File: src/rtl/alu_reg_file_if.sv
// Bus bundle between the register-file stage and its driver: load data,
// function/enable controls, and the two combinational read ports.
interface alu_reg_file_if #(
   parameter int WIDTH = 8
);
   logic [WIDTH-1:0] I;
   logic [1:0]       FunSel;
   logic [3:0]       RSel;
   logic [3:0]       TSel;
   logic [2:0]       OutASel;
   logic [2:0]       OutBSel;
   logic [WIDTH-1:0] OutA;
   logic [WIDTH-1:0] OutB;

   modport master (
      output I, FunSel, RSel, TSel, OutASel, OutBSel,
      input  OutA, OutB
   );

   modport slave (
      input  I, FunSel, RSel, TSel, OutASel, OutBSel,
      output OutA, OutB
   );
endinterface

File: src/rtl/alu_reg_file.sv
// Eight-entry register file (T1-T4, R1-R4) feeding the ALU operand ports;
// every enabled register applies the shared dec/inc/load/clear function.
module alu_reg_file #(
   parameter int WIDTH = 8
) (
   input logic           CLK,
   input logic           ResetN,
   alu_reg_file_if.slave bus
);

   typedef enum logic [1:0] {
      FN_DEC  = 2'b00,
      FN_INC  = 2'b01,
      FN_LOAD = 2'b10,
      FN_CLR  = 2'b11
   } fun_e;

   // Storage index matches the read-select encoding: 0-3 = T1-T4, 4-7 = R1-R4.
   logic [WIDTH-1:0] regs_q [8];
   logic [WIDTH-1:0] regs_d [8];
   logic [7:0]       wr_en;
   fun_e             fun;

   assign wr_en = {bus.RSel, bus.TSel};
   assign fun   = fun_e'(bus.FunSel);

   always_comb begin
      for (int unsigned i = 0; i < 8; i++) begin
         regs_d[i] = regs_q[i];
         if (wr_en[i]) begin
            unique case (fun)
               FN_DEC:  regs_d[i] = regs_q[i] - WIDTH'(1);
               FN_INC:  regs_d[i] = regs_q[i] + WIDTH'(1);
               FN_LOAD: regs_d[i] = bus.I;
               FN_CLR:  regs_d[i] = '0;
               default: regs_d[i] = regs_q[i];
            endcase
         end
      end
   end

   always_ff @(posedge CLK or negedge ResetN) begin
      if (!ResetN) begin
         for (int unsigned i = 0; i < 8; i++) regs_q[i] <= '0;
      end else begin
         for (int unsigned i = 0; i < 8; i++) regs_q[i] <= regs_d[i];
      end
   end

   assign bus.OutA = regs_q[bus.OutASel];
   assign bus.OutB = regs_q[bus.OutBSel];

endmodule

File: src/flat_wrapper.sv
// flat-port wrapper written by rule: the top's interface ports become plain ports
module alu_reg_file_flat 
#(
   parameter int WIDTH = 8
)
  (CLK, ResetN, bus_I, bus_FunSel, bus_RSel, bus_TSel, bus_OutASel, bus_OutBSel, bus_OutA, bus_OutB);
  alu_reg_file_if #(.WIDTH(WIDTH)) bus_i ();
  input logic CLK;
  input logic ResetN;
  input wire logic [$bits(bus_i.I)-1:0] bus_I;
  input wire logic [$bits(bus_i.FunSel)-1:0] bus_FunSel;
  input wire logic [$bits(bus_i.RSel)-1:0] bus_RSel;
  input wire logic [$bits(bus_i.TSel)-1:0] bus_TSel;
  input wire logic [$bits(bus_i.OutASel)-1:0] bus_OutASel;
  input wire logic [$bits(bus_i.OutBSel)-1:0] bus_OutBSel;
  output wire logic [$bits(bus_i.OutA)-1:0] bus_OutA;
  output wire logic [$bits(bus_i.OutB)-1:0] bus_OutB;
  assign bus_i.I = bus_I;
  assign bus_i.FunSel = bus_FunSel;
  assign bus_i.RSel = bus_RSel;
  assign bus_i.TSel = bus_TSel;
  assign bus_i.OutASel = bus_OutASel;
  assign bus_i.OutBSel = bus_OutBSel;
  assign bus_OutA = bus_i.OutA;
  assign bus_OutB = bus_i.OutB;
  alu_reg_file #(.WIDTH(WIDTH)) u_core (.CLK(CLK), .ResetN(ResetN), .bus(bus_i));
endmodule
File: config.mk
export PLATFORM = sky130hd
export DESIGN_NAME = alu_reg_file_flat
export DESIGN_NICKNAME = d
export VERILOG_FILES = /design/src/rtl/alu_reg_file_if.sv /design/src/rtl/alu_reg_file.sv /design/src/flat_wrapper.sv
export SDC_FILE = /design/constraint.sdc
export NUM_CORES = 1
export LEC_CHECK = 0
export BUFFER_PORTS_ARGS = -buffer_cell sky130_fd_sc_hd__buf_2
export CORE_MARGIN = 2
export CORE_UTILIZATION = 60
export CTS_CLUSTER_SIZE = 28
export DETAILED_ROUTE_END_ITERATION = 16
export GPL_TIMING_DRIVEN = 0
export HOLD_SLACK_MARGIN = 0.02
export PLACE_DENSITY = 0.79
export SLEW_MARGIN = 30
export SYNTH_ARGS = -nofsm -noshare
export SYNTH_HDL_FRONTEND = slang
export SYNTH_SLANG_ARGS = --single-unit
File: constraint.sdc
create_clock -name CLK -period 6.02 [get_ports CLK]
set_input_delay 1.806 -clock CLK [delete_from_list [all_inputs] [get_ports CLK]]
set_output_delay 1.806 -clock CLK [all_outputs]
set_load 0.05 [all_outputs]
==> results by group <==
STA
  • Post-route clock period utilization: 88.19%
  • Skew final: 3.294 ps
  • Slew Limit Fails: 0
  • Fmax: 188.4 MHz
  • Setup ws final: 711.2 ps
  • Worst slew margin: 41.70%
  • Period minus WS final: 5309 ps
  • RSZ-0062 raised after global routing: no
  • Hold Violations, Final: 0
  • Finish-stage setup viols: 0
  • Worst Max-Slew Pin Slew: 868.7 ps

Global route
  • Initial antenna violation count: 0
  • Largest net degree at the start of global routing: 40
  • Vias in the first global route: 5102
  • GRT Total Usage: 33.14%
  • First-pass GRT wire length: 27480 um
  • GRT Residual Overflow: 0

Floorplanning
  • I/O pin count: 42
  • Initial Utilization: 61.37%
  • # rows: 36
  • Die height: 103.5 um
  • Die X: 103.5 um
  • Die Area: 10720 um2
  • CORE AREA: 9684 um2

Critical path
  • Worst R2R End: u_core.regs_q[15]
  • Max FO, Critical Path: 10
  • Crit path capture: bus_OutA[4]
  • Critical path launch point: bus_OutASel[1]
  • R2R cell count: 7
  • Most frequent CP cell: buf_2
  • CP delay by family, top: buffers and inverters
  • Reg2reg start: u_core.regs_q[12]
  • Crit-path slowest cell: clkbuf_1
  • Worst path arrival time: 3500 ps
  • Worst path required time: 4210 ps
  • Crit path depth: 5
  • CP Cell Sequence: buf_2 > clkbuf_1 > mux4_2 > mux2_2 > buf_2
  • Nature of the critical path startpoint: input port
  • Flop-to-flop setup slack: 3850 ps
  • Buf/Inv on CP: 3
  • Setup crit end kind: output pin
  • Setup Crit Path Kind: input port to output pin
  • CP peak stage delay: 520 ps

Synth
  • Top-count cell post-synth: dfrtp_1
  • Post-Syn Area: 5943 um2
  • Yosys warnings: 0
  • Top cells by area, synth: dfrtp_1 (27%), mux4_2 (12%), ha_1 (12%)
  • Yosys reg bits: 64
  • Post-synth top area cell: dfrtp_1
  • Post-Syn Instances: 598
  • Synth Area per Inst: 9.938 um2
  • Post-synth top flop: dfrtp_1
  • Synth cell count leaders: dfrtp_1 (64), ha_1 (55), a21oi_1 (36)
  • Sequential share of the synthesized area: 26.95%
  • Post-Syn Nets: 687
  • Synth top area share: 26.95%
  • Post-synth EDFFs: 0
  • Yosys cell types: 50
  • Share of synthesized registers carrying an async set or reset: 100.0%

Routing
  • Routed Antenna Nets: 0
  • Via count: 5288
  • DRC viols: 0
  • Wire length on met2: 7931 um
  • M1 WL: 6940 um
  • 1st-pass router iterations: 5
  • WL final: 17470 um
  • Number of DRC markers in iteration 0: 466
  • Metal3 WL: 1958 um
  • DR vias/cell: 6.814
  • Routed wire length per instance: 22.51 um
  • Top sig layer: met4

Place
  • Input/output buffers: 27
  • Routability cong.: 0.8712
  • Pre-CTS setup slack: 737.5 ps
  • HPWL Detailed: 12900 um
  • Area after DPL: 6295 um2

Cells and area
  • Fin area: 6513 um2
  • Footprint of the multi-input gates: 4135 um2
  • Final net count: 727
  • Proportion of layout cells with a drive suffix above 1: 16.64%
  • Largest Register: u_core.regs_q
  • Top Registers: u_core.regs_q: 64 flops
  • Layout area overhead: 9.579%
  • ANT cells: 0
  • # fillers: 743
  • Register area: 1602 um2
  • Max FFs per register: 64

Clock network
  • Later-pin clock latency in the skew report: 370 ps
  • Clk buf depth: 2
  • CTS resizes: 0
  • CTS Sinks: 64
  • Post-CTS Setup Inserts: 0
  • Cts hold-fix bufs: 0
  • Root buffer cell: clkbuf_8
  • CTS tree: yes
  • Clk pin slew, worst setup/hold paths: 70 ps
  • CTS buffer count: 9
  • CTS H-Tree Depth: 3

Outcome
  • Outcome: complete, no violations

Pwr
  • Pwr/cell area: 356.1 nW/um2
  • Peak VDD IR: 191.0 uV
  • Leakage Power: 2.738 nW

Run
  • Max_cap viols: 0

Hold path
  • HP Class: flip-flop to flip-flop
[per-stage QoR]
stage	utilization [%]	hold WS, ps	power [mW]	std cells	TNS [ps]
floorplan	-	503.3	1.579	598	0
finish	67.25	566.9	2.319	776	0
global placement	64.48	531.7	1.798	758	-6527
detailed placement	65.00	544.6	1.866	760	0
global route	67.25	590.0	2.444	776	0
CTS	67.25	561.3	2.288	776	0
[metal layers]
metal / global-route usage [%] / vias to the layer above
met5: 0 / -
met3: 6.356 / 50
met2: 50.43 / 322
li1: - / 2349
met1: 46.42 / 2567
met4: 14.86 / 0
[where the power goes]
group	leakage (nW)	switching [mW]	total [mW]	internal, mW
Clock	0.113	0.186	0.422	0.236
Combinational	1.87	0.665	1.21	0.547
Sequential	0.753	0.156	0.685	0.529
[logic make-up after synthesis]
kind of cell,Yosys count,share of synthesized area (%)
AOI/OAI and AO/OA,210,23.41
and+or+nand+nor,113,9.516
DFF,64,26.95
adders and majority gates,63,14.27
muxes,58,16.80
buffers and inverters,53,3.600
xor gates and xnor gates,37,5.453
[layout make-up]
cell class | count | area share (%)
clock inverter | 2 | 0.5379
inverter | 17 | 0.9798
multi-input combinational | 481 | 63.50
clock buffer | 14 | 2.805
buffer | 36 | 2.305
timing repair buffer | 29 | 2.728
sequential | 64 | 24.59
tap | 133 | 2.555
[worst min path at each step]
stage                      start                end  depth (start not counted)
2_1_floorplan  u_core.regs_q[12]  u_core.regs_q[12]                          1
3_3_place_gp   u_core.regs_q[24]  u_core.regs_q[24]                          1
6_report       u_core.regs_q[52]  u_core.regs_q[52]                          1
3_5_place_dp   u_core.regs_q[52]  u_core.regs_q[52]                          1
5_1_grt        u_core.regs_q[52]  u_core.regs_q[52]                          1
4_1_cts        u_core.regs_q[52]  u_core.regs_q[52]                          1
[placed cells by master (no fill, tap or decap), types with 3 or more instances in the layout]
cell type	instances
dfrtp_1	64
ha_1	55
a21oi_1	36
o21a_1	34
buf_2	32
mux4_2	32
nor2_1	31
o211ai_1	30
nand2_1	29
o21ai_1	29
clkbuf_1	27
xor2_1	21
o21ai_0	21
a21o_1	20
inv_1	17
xnor2_1	16
mux2_2	14
nor2b_1	13
clkbuf_8	13
a31oi_1	12
mux2i_1	12
nand2b_1	12
fa_1	8
nand3_1	6
o21bai_1	6
a211oi_1	4
buf_1	3
and2_1	3
nor3_1	3
a211oi_2	3
a211o_1	3
Power figures use the tool's default switching activity.
